`config.mk`:
```
export PLATFORM = sky130hd
export DESIGN_NAME = pkt_fifo_sched
export DESIGN_NICKNAME = d
export VERILOG_FILES = /design/src/rtl/pkt_fifo_pkg.sv /design/src/rtl/pkt_fifo_sched_rr_arbiter.sv /design/src/rtl/pkt_fifo_sched.sv
export SDC_FILE = /design/constraint.sdc
export NUM_CORES = 1
export LEC_CHECK = 0
export ABC_AREA = 1
export BUFFER_PORTS_ARGS = -buffer_cell sky130_fd_sc_hd__buf_2
export CORE_MARGIN = 2
export CORE_UTILIZATION = 46
export DETAILED_ROUTE_END_ITERATION = 12
export PLACE_DENSITY = 0.82
export SYNTH_ARGS = -nofsm -noshare
export SYNTH_HDL_FRONTEND = slang
export SYNTH_HIERARCHICAL = 1
export SYNTH_SLANG_ARGS = --single-unit
```
`constraint.sdc`:
```
create_clock -name i_clk -period 3.45 [get_ports i_clk]
set_clock_uncertainty 0.05 [all_clocks]
set_input_delay 0.1725 -clock i_clk [delete_from_list [all_inputs] [get_ports i_clk]]
set_output_delay 0.1725 -clock i_clk [all_outputs]
set_load 0.02 [all_outputs]
```
`src/rtl/pkt_fifo_pkg.sv`:
```
// Shared types for the packet FIFO scheduler: FSM states, port-op encoding, last-flag position.
// No logic; imported by the scheduler and its arbiter.
// Backpressure: n/a.
package pkt_fifo_pkg;

    localparam int unsigned DEF_DATA_W = 16;
    // The end-of-packet flag sits directly above the payload in each FIFO word.
    localparam int unsigned LAST_BIT   = DEF_DATA_W;

    typedef enum logic {
        ST_IDLE = 1'b0,
        ST_XFER = 1'b1
    } wr_state_t;

    typedef enum logic {
        OP_READ  = 1'b0,
        OP_WRITE = 1'b1
    } op_t;

    function automatic int last_bit_idx(input int data_w);
        return data_w;
    endfunction

endpackage

```
`src/rtl/pkt_fifo_sched_rr_arbiter.sv`:
```
// Round-robin arbiter: first requester strictly after ptr, wrapping N-1 -> 0.
// Latency: combinational.
// Backpressure: none; the caller decides when to sample the grant.
module rr_arbiter #(
    parameter  int N  = 4,
    localparam int IW = (N > 1) ? $clog2(N) : 1
) (
    input  logic [N-1:0]  req,
    input  logic [IW-1:0] ptr,
    output logic [N-1:0]  gnt,
    output logic [IW-1:0] gnt_idx,
    output logic          gnt_vld
);

    always_comb begin
        gnt     = '0;
        gnt_idx = '0;
        gnt_vld = 1'b0;
        for (int i = 1; i <= N; i++) begin
            if (!gnt_vld && req[(int'(ptr) + i) % N]) begin
                gnt_vld                   = 1'b1;
                gnt_idx                   = IW'((int'(ptr) + i) % N);
                gnt[(int'(ptr) + i) % N]  = 1'b1;
            end
        end
    end

endmodule

```
`src/rtl/pkt_fifo_sched.sv`:
```
// Packet scheduler: round-robin N_SRC sources into a shared FIFO, one consumer out, counts whole packets.
// Latency: write beat same cycle as ready; read data one cycle after rd_en.
// Backpressure: source ready low while FIFO full or read slot wins; consumer cannot stall after rd_en.
module pkt_fifo_sched
    import pkt_fifo_pkg::*;
#(
    parameter int N_SRC     = 4,
    parameter int DATA_W    = 16,
    parameter int CNT_W     = 13,
    parameter bit STORE_FWD = 1'b1
) (
    input  logic                      i_clk,
    input  logic                      i_rst_n,
    input  logic [N_SRC-1:0]          i_src_valid,
    input  logic [N_SRC-1:0]          i_src_last,
    input  logic [N_SRC*DATA_W-1:0]   i_src_data,
    output logic [N_SRC-1:0]          o_src_ready,
    output logic                      o_fifo_wr_en,
    output logic [DATA_W:0]           o_fifo_wr_data,
    output logic                      o_fifo_rd_en,
    input  logic [DATA_W:0]           i_fifo_rd_data,
    input  logic                      i_fifo_empty,
    input  logic                      i_fifo_full,
    input  logic                      i_rd_req,
    output logic                      o_rd_valid,
    output logic [DATA_W-1:0]         o_rd_data,
    output logic                      o_rd_last,
    output logic [N_SRC-1:0]          o_grant,
    output logic [CNT_W-1:0]          o_pkts_stored
);

    localparam int IW   = (N_SRC > 1) ? $clog2(N_SRC) : 1;
    localparam int LAST = last_bit_idx(DATA_W);

    wr_state_t         state_q, state_d;
    logic [IW-1:0]     gidx_q, gidx_d;
    logic [IW-1:0]     rr_q, rr_d;
    logic [N_SRC-1:0]  gnt_q, gnt_d;
    op_t               last_op_q;
    logic              rd_vld_q;
    logic [CNT_W-1:0]  pkts_q;

    logic [N_SRC-1:0]  arb_gnt;
    logic [IW-1:0]     arb_idx;
    logic              arb_vld;

    logic              src_vld_g, src_last_g;
    logic [DATA_W-1:0] src_dat_g;
    logic              pkt_done, pkts_avail, rd_ok, wr_pend, wr_win, rd_win;

    rr_arbiter #(.N(N_SRC)) u_arb (
        .req     (i_src_valid),
        .ptr     (rr_q),
        .gnt     (arb_gnt),
        .gnt_idx (arb_idx),
        .gnt_vld (arb_vld)
    );

    assign src_vld_g  = i_src_valid[gidx_q];
    assign src_last_g = i_src_last[gidx_q];
    assign src_dat_g  = i_src_data[gidx_q*DATA_W +: DATA_W];

    // A packet whose last beat is arriving now is already consumed; without this a
    // back-to-back read could start on a partially stored packet behind it.
    assign pkt_done   = rd_vld_q & o_rd_last;
    assign pkts_avail = (pkts_q != '0) && !((pkts_q == CNT_W'(1)) && pkt_done);

    assign rd_ok   = i_rd_req & ~i_fifo_empty & (STORE_FWD ? pkts_avail : 1'b1);
    assign wr_pend = (state_q == ST_XFER) & src_vld_g & ~i_fifo_full;
    assign wr_win  = wr_pend & (~rd_ok   | (last_op_q == OP_READ));
    assign rd_win  = rd_ok   & (~wr_pend | (last_op_q == OP_WRITE));

    always_comb begin
        state_d = state_q;
        gidx_d  = gidx_q;
        gnt_d   = gnt_q;
        rr_d    = rr_q;
        case (state_q)
            ST_IDLE: begin
                if (arb_vld) begin
                    state_d = ST_XFER;
                    gidx_d  = arb_idx;
                    gnt_d   = arb_gnt;
                end
            end
            ST_XFER: begin
                if (wr_win && src_last_g) begin
                    state_d = ST_IDLE;
                    gnt_d   = '0;
                    rr_d    = gidx_q;
                end
            end
            default: state_d = ST_IDLE;
        endcase
    end

    always_ff @(posedge i_clk) begin
        if (!i_rst_n) begin
            state_q   <= ST_IDLE;
            gidx_q    <= '0;
            gnt_q     <= '0;
            rr_q      <= IW'(N_SRC - 1);
            last_op_q <= OP_READ;
            rd_vld_q  <= 1'b0;
        end else begin
            state_q  <= state_d;
            gidx_q   <= gidx_d;
            gnt_q    <= gnt_d;
            rr_q     <= rr_d;
            rd_vld_q <= rd_win;
            // Only contested cycles move the tie-break.
            if (wr_pend && rd_ok)
                last_op_q <= wr_win ? OP_WRITE : OP_READ;
        end
    end

    always_ff @(posedge i_clk) begin
        if (!i_rst_n) begin
            pkts_q <= '0;
        end else begin
            case ({wr_win & src_last_g, pkt_done})
                2'b10:   if (pkts_q != '1) pkts_q <= pkts_q + 1'b1;
                2'b01:   if (pkts_q != '0) pkts_q <= pkts_q - 1'b1;
                default: pkts_q <= pkts_q;
            endcase
        end
    end

    assign o_src_ready    = gnt_q & {N_SRC{wr_win}};
    assign o_fifo_wr_en   = wr_win;
    assign o_fifo_wr_data = {src_last_g, src_dat_g};
    assign o_fifo_rd_en   = rd_win;
    assign o_rd_valid     = rd_vld_q;
    assign o_rd_data      = i_fifo_rd_data[DATA_W-1:0];
    assign o_rd_last      = i_fifo_rd_data[LAST];
    assign o_grant        = gnt_q;
    assign o_pkts_stored  = pkts_q;

endmodule

```
* Word level (Yosys, flattened, before mapping)
Cells that the tools add are included.
** Word-level totals
- Register bits after elaboration :: 24
- Latch bits :: 0
- Memory bits (writable) :: 0
- ROM bits :: 0
- Input port bits :: 94
- Output and inout port bits :: 58
- Word-level logic and storage cells :: 126
- Memories :: 0
** Cells by class
- Add/sub/neg operators :: 6
- $mul :: 0
- Divide/modulo/power cells :: 0
- $lt $le $gt $ge :: 9
- Eq/ne operators :: 8
- Shifts and indexed selects :: 1
- Mux-type cells :: 46
- Bitwise operators :: 24
- Reduce and logical (&&, ||, !) cells :: 25
** Operators by type and width (number)
- 64-bit by 7-bit variable part select with 16-bit output :: 1
- 13-bit 2-to-1 mux :: 2
- 13-bit case mux with 2 select lines :: 1
- 4-bit 2-to-1 mux :: 6
- 1-bit 2-to-1 mux :: 21
- 3-bit by 4-bit < comparator with 1-bit output (second input constant) :: 4
- 13-bit by 1-bit adder with 13-bit output (second input constant) :: 1
- 13-bit by 1-bit == test with 1-bit output (second input constant) :: 1
- 13-bit != test (second input constant) :: 1
- 13-bit nonzero test :: 1
- 13-bit by 1-bit subtractor with 13-bit output (second input constant) :: 1
- 1-bit binary-select mux with 2-bit select :: 6
- 3-bit by 1-bit greater-or-equal comparator with 1-bit output (second input constant) :: 4
- 4-bit bitwise OR :: 3
- 1-bit logical AND :: 11
- 1-bit AND :: 8
- 1-bit demux with 2-bit select :: 4
- 2-bit 2-to-1 mux :: 4
- 4-bit case mux with 2 select lines :: 1
- 2-bit OR reduction :: 4
- 2-bit != test (second input constant) :: 3
- 1-bit inverter :: 6
- 2-bit AND reduction :: 3
- 2-bit by 1-bit adder with 2-bit output (second input constant) :: 2
- other kinds (12) :: 20

* Logic depth before layout (Yosys ltp)
- Depth after elaboration :: 18
- Gate-level depth with buffers :: 19
- Gate-level depth less buffers :: 16

* Modules after synthesis
The synthesis kept the hierarchy.
** By module, submodules not included
- pkt_fifo_sched :: instances 1, cells each 374, area an instance 2314.7 µm², seq. area each 480.5 µm²
- rr_arbiter :: instances 1, cells each 81, area an instance 535.5 µm², seq. area each 0.0 µm²

* Worst setup path after synthesis
No wires, ideal clock.
- Kind :: reg-to-reg
- Start point :: reg pkts_q[0] (netlist: o_pkts_stored[0])
- End point :: reg pkts_q[11] (netlist: o_pkts_stored[11])
- Arrival time :: 2415 ps
- Slack :: 858 ps
- Cell stages (with the launch flop) :: 18
- Period minus slack after synthesis :: 2592 ps
- Cell sequence :: dfxtp_1 inv_1 ha_1 nand3_2 nor2_4 nand2_2 nand4_1 nand3_2 buf_6 ha_1 buf_2 clkinv_1 o21ai_0 nand2_1 nor3_2 nand3_1 nand2_1 nor2_1
** On the way
- Word-level cells in the longest chain between the ends :: 12
** Ends and longest elaborated chain
- start: declaration :: line pkt_fifo_sched.sv:41 : logic [CNT_W-1:0] pkts_q;
- start signal: assignment :: line pkt_fifo_sched.sv:122 : 2'b10: if (pkts_q != '1) pkts_q <= pkts_q + 1'b1;
- start signal: assignment :: line pkt_fifo_sched.sv:123 : 2'b01: if (pkts_q != '0) pkts_q <= pkts_q - 1'b1;
- start signal: assignment :: line pkt_fifo_sched.sv:124 : default: pkts_q <= pkts_q;
- 13-bit by 1-bit == test with 1-bit output :: line pkt_fifo_sched.sv:66 : assign pkts_avail = (pkts_q != '0) && !((pkts_q == CNT_W'(1)) && pkt_done);
- 1-bit logical AND :: line pkt_fifo_sched.sv:66
- 1-bit logical NOT :: line pkt_fifo_sched.sv:66
- 1-bit logical AND :: line pkt_fifo_sched.sv:66
- 1-bit AND :: line pkt_fifo_sched.sv:68 : assign rd_ok = i_rd_req & ~i_fifo_empty & (STORE_FWD ? pkts_avail : 1'b1);
- 1-bit inverter :: line pkt_fifo_sched.sv:70 : assign wr_win = wr_pend & (~rd_ok | (last_op_q == OP_READ));
- 1-bit bitwise OR :: line pkt_fifo_sched.sv:70
- 1-bit AND :: line pkt_fifo_sched.sv:70
- 1-bit AND :: line pkt_fifo_sched.sv:121 : case ({wr_win & src_last_g, pkt_done})
- 2-bit by 1-bit == test with 1-bit output / 2-bit == test (equally long branches) :: line pkt_fifo_sched.sv:121
- 2-bit != test (no line) / 2-bit nonzero test (equally long branches)
- 3-bit AND reduction (no line)
Parallel ways exist; a longest one is shown, timed or not. The select of a mux whose other input is x is not followed.
A chain may end at the register's enable or synchronous reset.

* Final worst setup path
Ends and elaborated chain as after synthesis.

==> impl_metrics.csv <==
group,metric,value,unit
outcome,run_status,"completed",
placed_design,place.gp.congestion,0.909,
sta,timing_max_transition_violations_final,0,
yosys,synth-adder-area-share,0.0615,
worst_hold_path,min_delay_worst_endpoint,"rr_q[1]",
worst_setup_path,reg2reg_setup_slack,0.48,ns
cts,worstSkewPairLatency,0.27,ns
yosys,synth.mux.area_fraction,0,
cts,worst_setup_hold_path_clk_slew,0.09,ns
cts,cts_tree,"built",
die,die-height,82.7,µm
cts,cts_hold_repair.buffers,0,
worst_setup_path,regToRegEndpoint,"o_pkts_stored[11]",
cts,post-cts-setup-buffer-count,0,
cts,number_of_gates_resized_after_cts,0,
placed_design,placement_stage_worst_setup_slack,0.550,ns
route,drcViolationCount,0,
sta,period_needed,2.97,ns
worst_setup_path,setup_crit_end_kind,"flip-flop",
cts,cts-htree-levels,1,
route,wl_met1,3.49,mm
sta,max_slew.worst_pin.slew,0.547,ns
worst_hold_path,hold_depth,2,
cts,root_buffer,"clkbuf_8",
yosys,synth_compound_area_frac,0.200,
worst_hold_path,min-delay-path-class,"in2reg",
sta,totalNegativeSetupSlack,0,ns
cts,cts_num_sinks,24,
worst_setup_path,number_of_cell_instances_on_the_worst_register_to_register_path,16,
layout,post_route_cells_drive_above_1_share,0.303,
route,met2_routed_length,4.34,mm
pwr,cellPowerDensity,322,nW/µm²
die,design.portCount,152,
die,core-area,5960,µm²
route,top_layer,"met4",
sta,holdWs,0.147,ns
yosys,yosys_register_bits,24,
yosys,mappedNetlistNets,563,
global_route,globalRouteOverflowTotal,0,
yosys,yosys.area_share.xor_xnor,0.0369,
yosys,synth_sequential_area_ratio,0.169,
sta,setup-violations-final,0,
cts,cts_max_path_buffers,2,
placed_design,place.port_buffers,119,
sta,timing.final.ws_setup,0.479,ns
yosys,yosysWarningCount,6,
route,initialDrtViolationCount,201,
global_route,grt_pass1_vias,3033,
global_route,initial_antenna_violation_count,0,
worst_setup_path,worst_reg2reg_startpoint,"o_pkts_stored[0]",
yosys,synth.cell_area,2850,µm²
die,floorplan.die_area,6840,µm²
placed_design,placedCellCount,616,
global_route,grt_usage,0.254,
worst_setup_path,timing.critical_path.arrival,3.08,ns
yosys,synth_simple_gate_area_frac,0.381,
sta,clock.fmax,0.337,GHz
route,wl_per_cell,14.0,µm
yosys,yosysUniqueCellTypes,33,
layout,area_growth,18.1,%
die,initial_core_util,0.479,
worst_hold_path,start_point_of_the_worst_min_delay_path,"i_rst_n",
worst_setup_path,critical_path_peak_fanout,17,
layout,insertedDiodeCount,0,
die,rows,28,
sta,layout_worst_path_cycle_share,0.861,
sta,finalHoldViolations,0,
yosys,postSynthAreaPerCell,6.26,µm²
route,detailedRoute.firstPassIterationCount,5,
die,die-width,82.7,µm
route,met3_wirelength,689,µm
cts,cts_buf_count,3,
worst_setup_path,cp_required,3.56,ns
worst_setup_path,critical_path_class,"reg2reg",
layout,fin_nets,654,
placed_design,dpl.hpwl,6.80,mm
worst_setup_path,worst_setup_path_start_kind,"flip-flop",
yosys,netlist_instances,455,
global_route,global_route_wire_length_before_repair,13.8,mm
route,num_vias,3342,
yosys,synth_top_family_by_area,"simple AND/OR/NAND/NOR gates",
route,vias_per_cell,5.39,
sta,slew_headroom,0.635,
pwr,power.static_leakage,1.70,nW
layout,post_route_insts_no_fill,620,
route,ant_nets,0,
sta,grt_setup_unrepaired,"no",
pwr,peakVddDrop,0.167,mV
global_route,grt_start_max_net_pins,39,
job,timing.max_cap.violations,0,
route,finalWirelength,8.68,mm
[synthesized netlist by cell type (all sizes together)]
master	count	area (µm²)
a21boi	4	30.0
a21oi	27	135
buf	28	228
clkbuf	10	37.5
clkinv	2	7.51
dfxtp	24	480
ha	14	175
inv	41	161
nand2	91	382
nand3	43	255
nand4	10	77.6
nor2	69	304
nor3	8	66.3
o211ai	3	22.5
o21ai	50	250
o21bai	2	26.3
o22ai	17	106
xnor2	1	8.76
xor2	11	96.3
[how the worst max path moves through the flow]
stage / slack (ns) / endpoint / from
after global placement: 0.73 / o_pkts_stored[11] / o_pkts_stored[0]
after global routing: 0.19 / o_pkts_stored[11] / o_pkts_stored[0]
final: 0.48 / o_pkts_stored[11] / o_pkts_stored[0]
after CTS: 0.51 / o_pkts_stored[11] / o_pkts_stored[0]
after floorplan: 0.86 / o_pkts_stored[11] / o_pkts_stored[0]
after detailed placement: 0.55 / o_pkts_stored[11] / o_pkts_stored[0]
[through the flow]
stage	utilization	power [W]	area, µm²
after detailed placement	0.556	0.000887	3310
after global placement	0.556	0.000877	3310
after global routing	0.565	0.00116	3370
final	0.565	0.00108	3370
after CTS	0.565	0.00108	3370
after floorplan	-	0.000756	2850
[flip-flops by register name, summed over array words and instances, names as in the netlist]
register,flops
o_rd_valid,1
o_pkts_stored,13
gidx_q,2
rr_q,2
state_q,1
last_op_q,1
o_grant,4
[area by class of cell]
| class | instances | area [µm²] |
|---|---|---|
| clock buffers | 4 | 55.1 |
| well taps | 75 | 93.8 |
| inverters | 43 | 169 |
| repair buffers | 124 | 633 |
| flip-flops and latches | 24 | 480 |
| fillers | 605 | 2590 |
| multi-input cells | 350 | 1940 |
[cell families after synthesis]
family | count (synthesis)
AO/OA/AOI/OAI | 103
XOR/XNOR | 12
adder cells (fa/ha/maj) | 14
buffers and inverters | 81
flip-flops | 24
AND/OR/NAND/NOR | 221
[per-layer routing]
layer  vias up  global-route usage
li1       1675                   -
met5         -                   0
met3        15              0.0359
met2       152               0.456
met1      1500               0.309
met4         0              0.0820
[power breakdown]
group	leakage, nW	switching [W]	internal (W)	total (W)
Combinational	1.47	0.000383	0.000197	0.000580
Sequential	0.195	0.0000154	0.000292	0.000307
Clock	0.0288	0.0000955	0.000102	0.000198
[placed cells by master, fill, tap and decap left out, types with 2 or more instances in the layout]
cell type,instances
nor3_1,4
nand2_2,7
o22ai_1,17
clkbuf_8,4
nor3_2,3
nand3_2,3
nand2_4,3
a21boi_0,4
nand2_1,81
nor2_2,3
o21ai_0,50
clkinv_1,2
inv_2,7
buf_2,119
inv_1,33
ha_1,14
buf_4,5
nand3_4,2
xor2_1,11
nand3_1,38
nor2_4,5
nand4_1,9
a21oi_1,27
nor2_1,61
o211ai_1,3
dfxtp_1,24
[worst max-delay path: stages, from the launching register on]
cell	delay (ns)
dfxtp_1	0.46
inv_1	0.14
ha_1	0.27
nand3_2	0.13
nor2_4	0.06
nand2_2	0.07
nand4_1	0.13
nand3_2	0.21
ha_1	0.18
buf_4	0.21
clkinv_1	0.31
o21ai_0	0.17
nand2_1	0.08
nor3_2	0.18
nand3_1	0.09
nand2_1	0.08
nor2_1	0.04
Note: power is estimated with default switching activity, not from simulation.
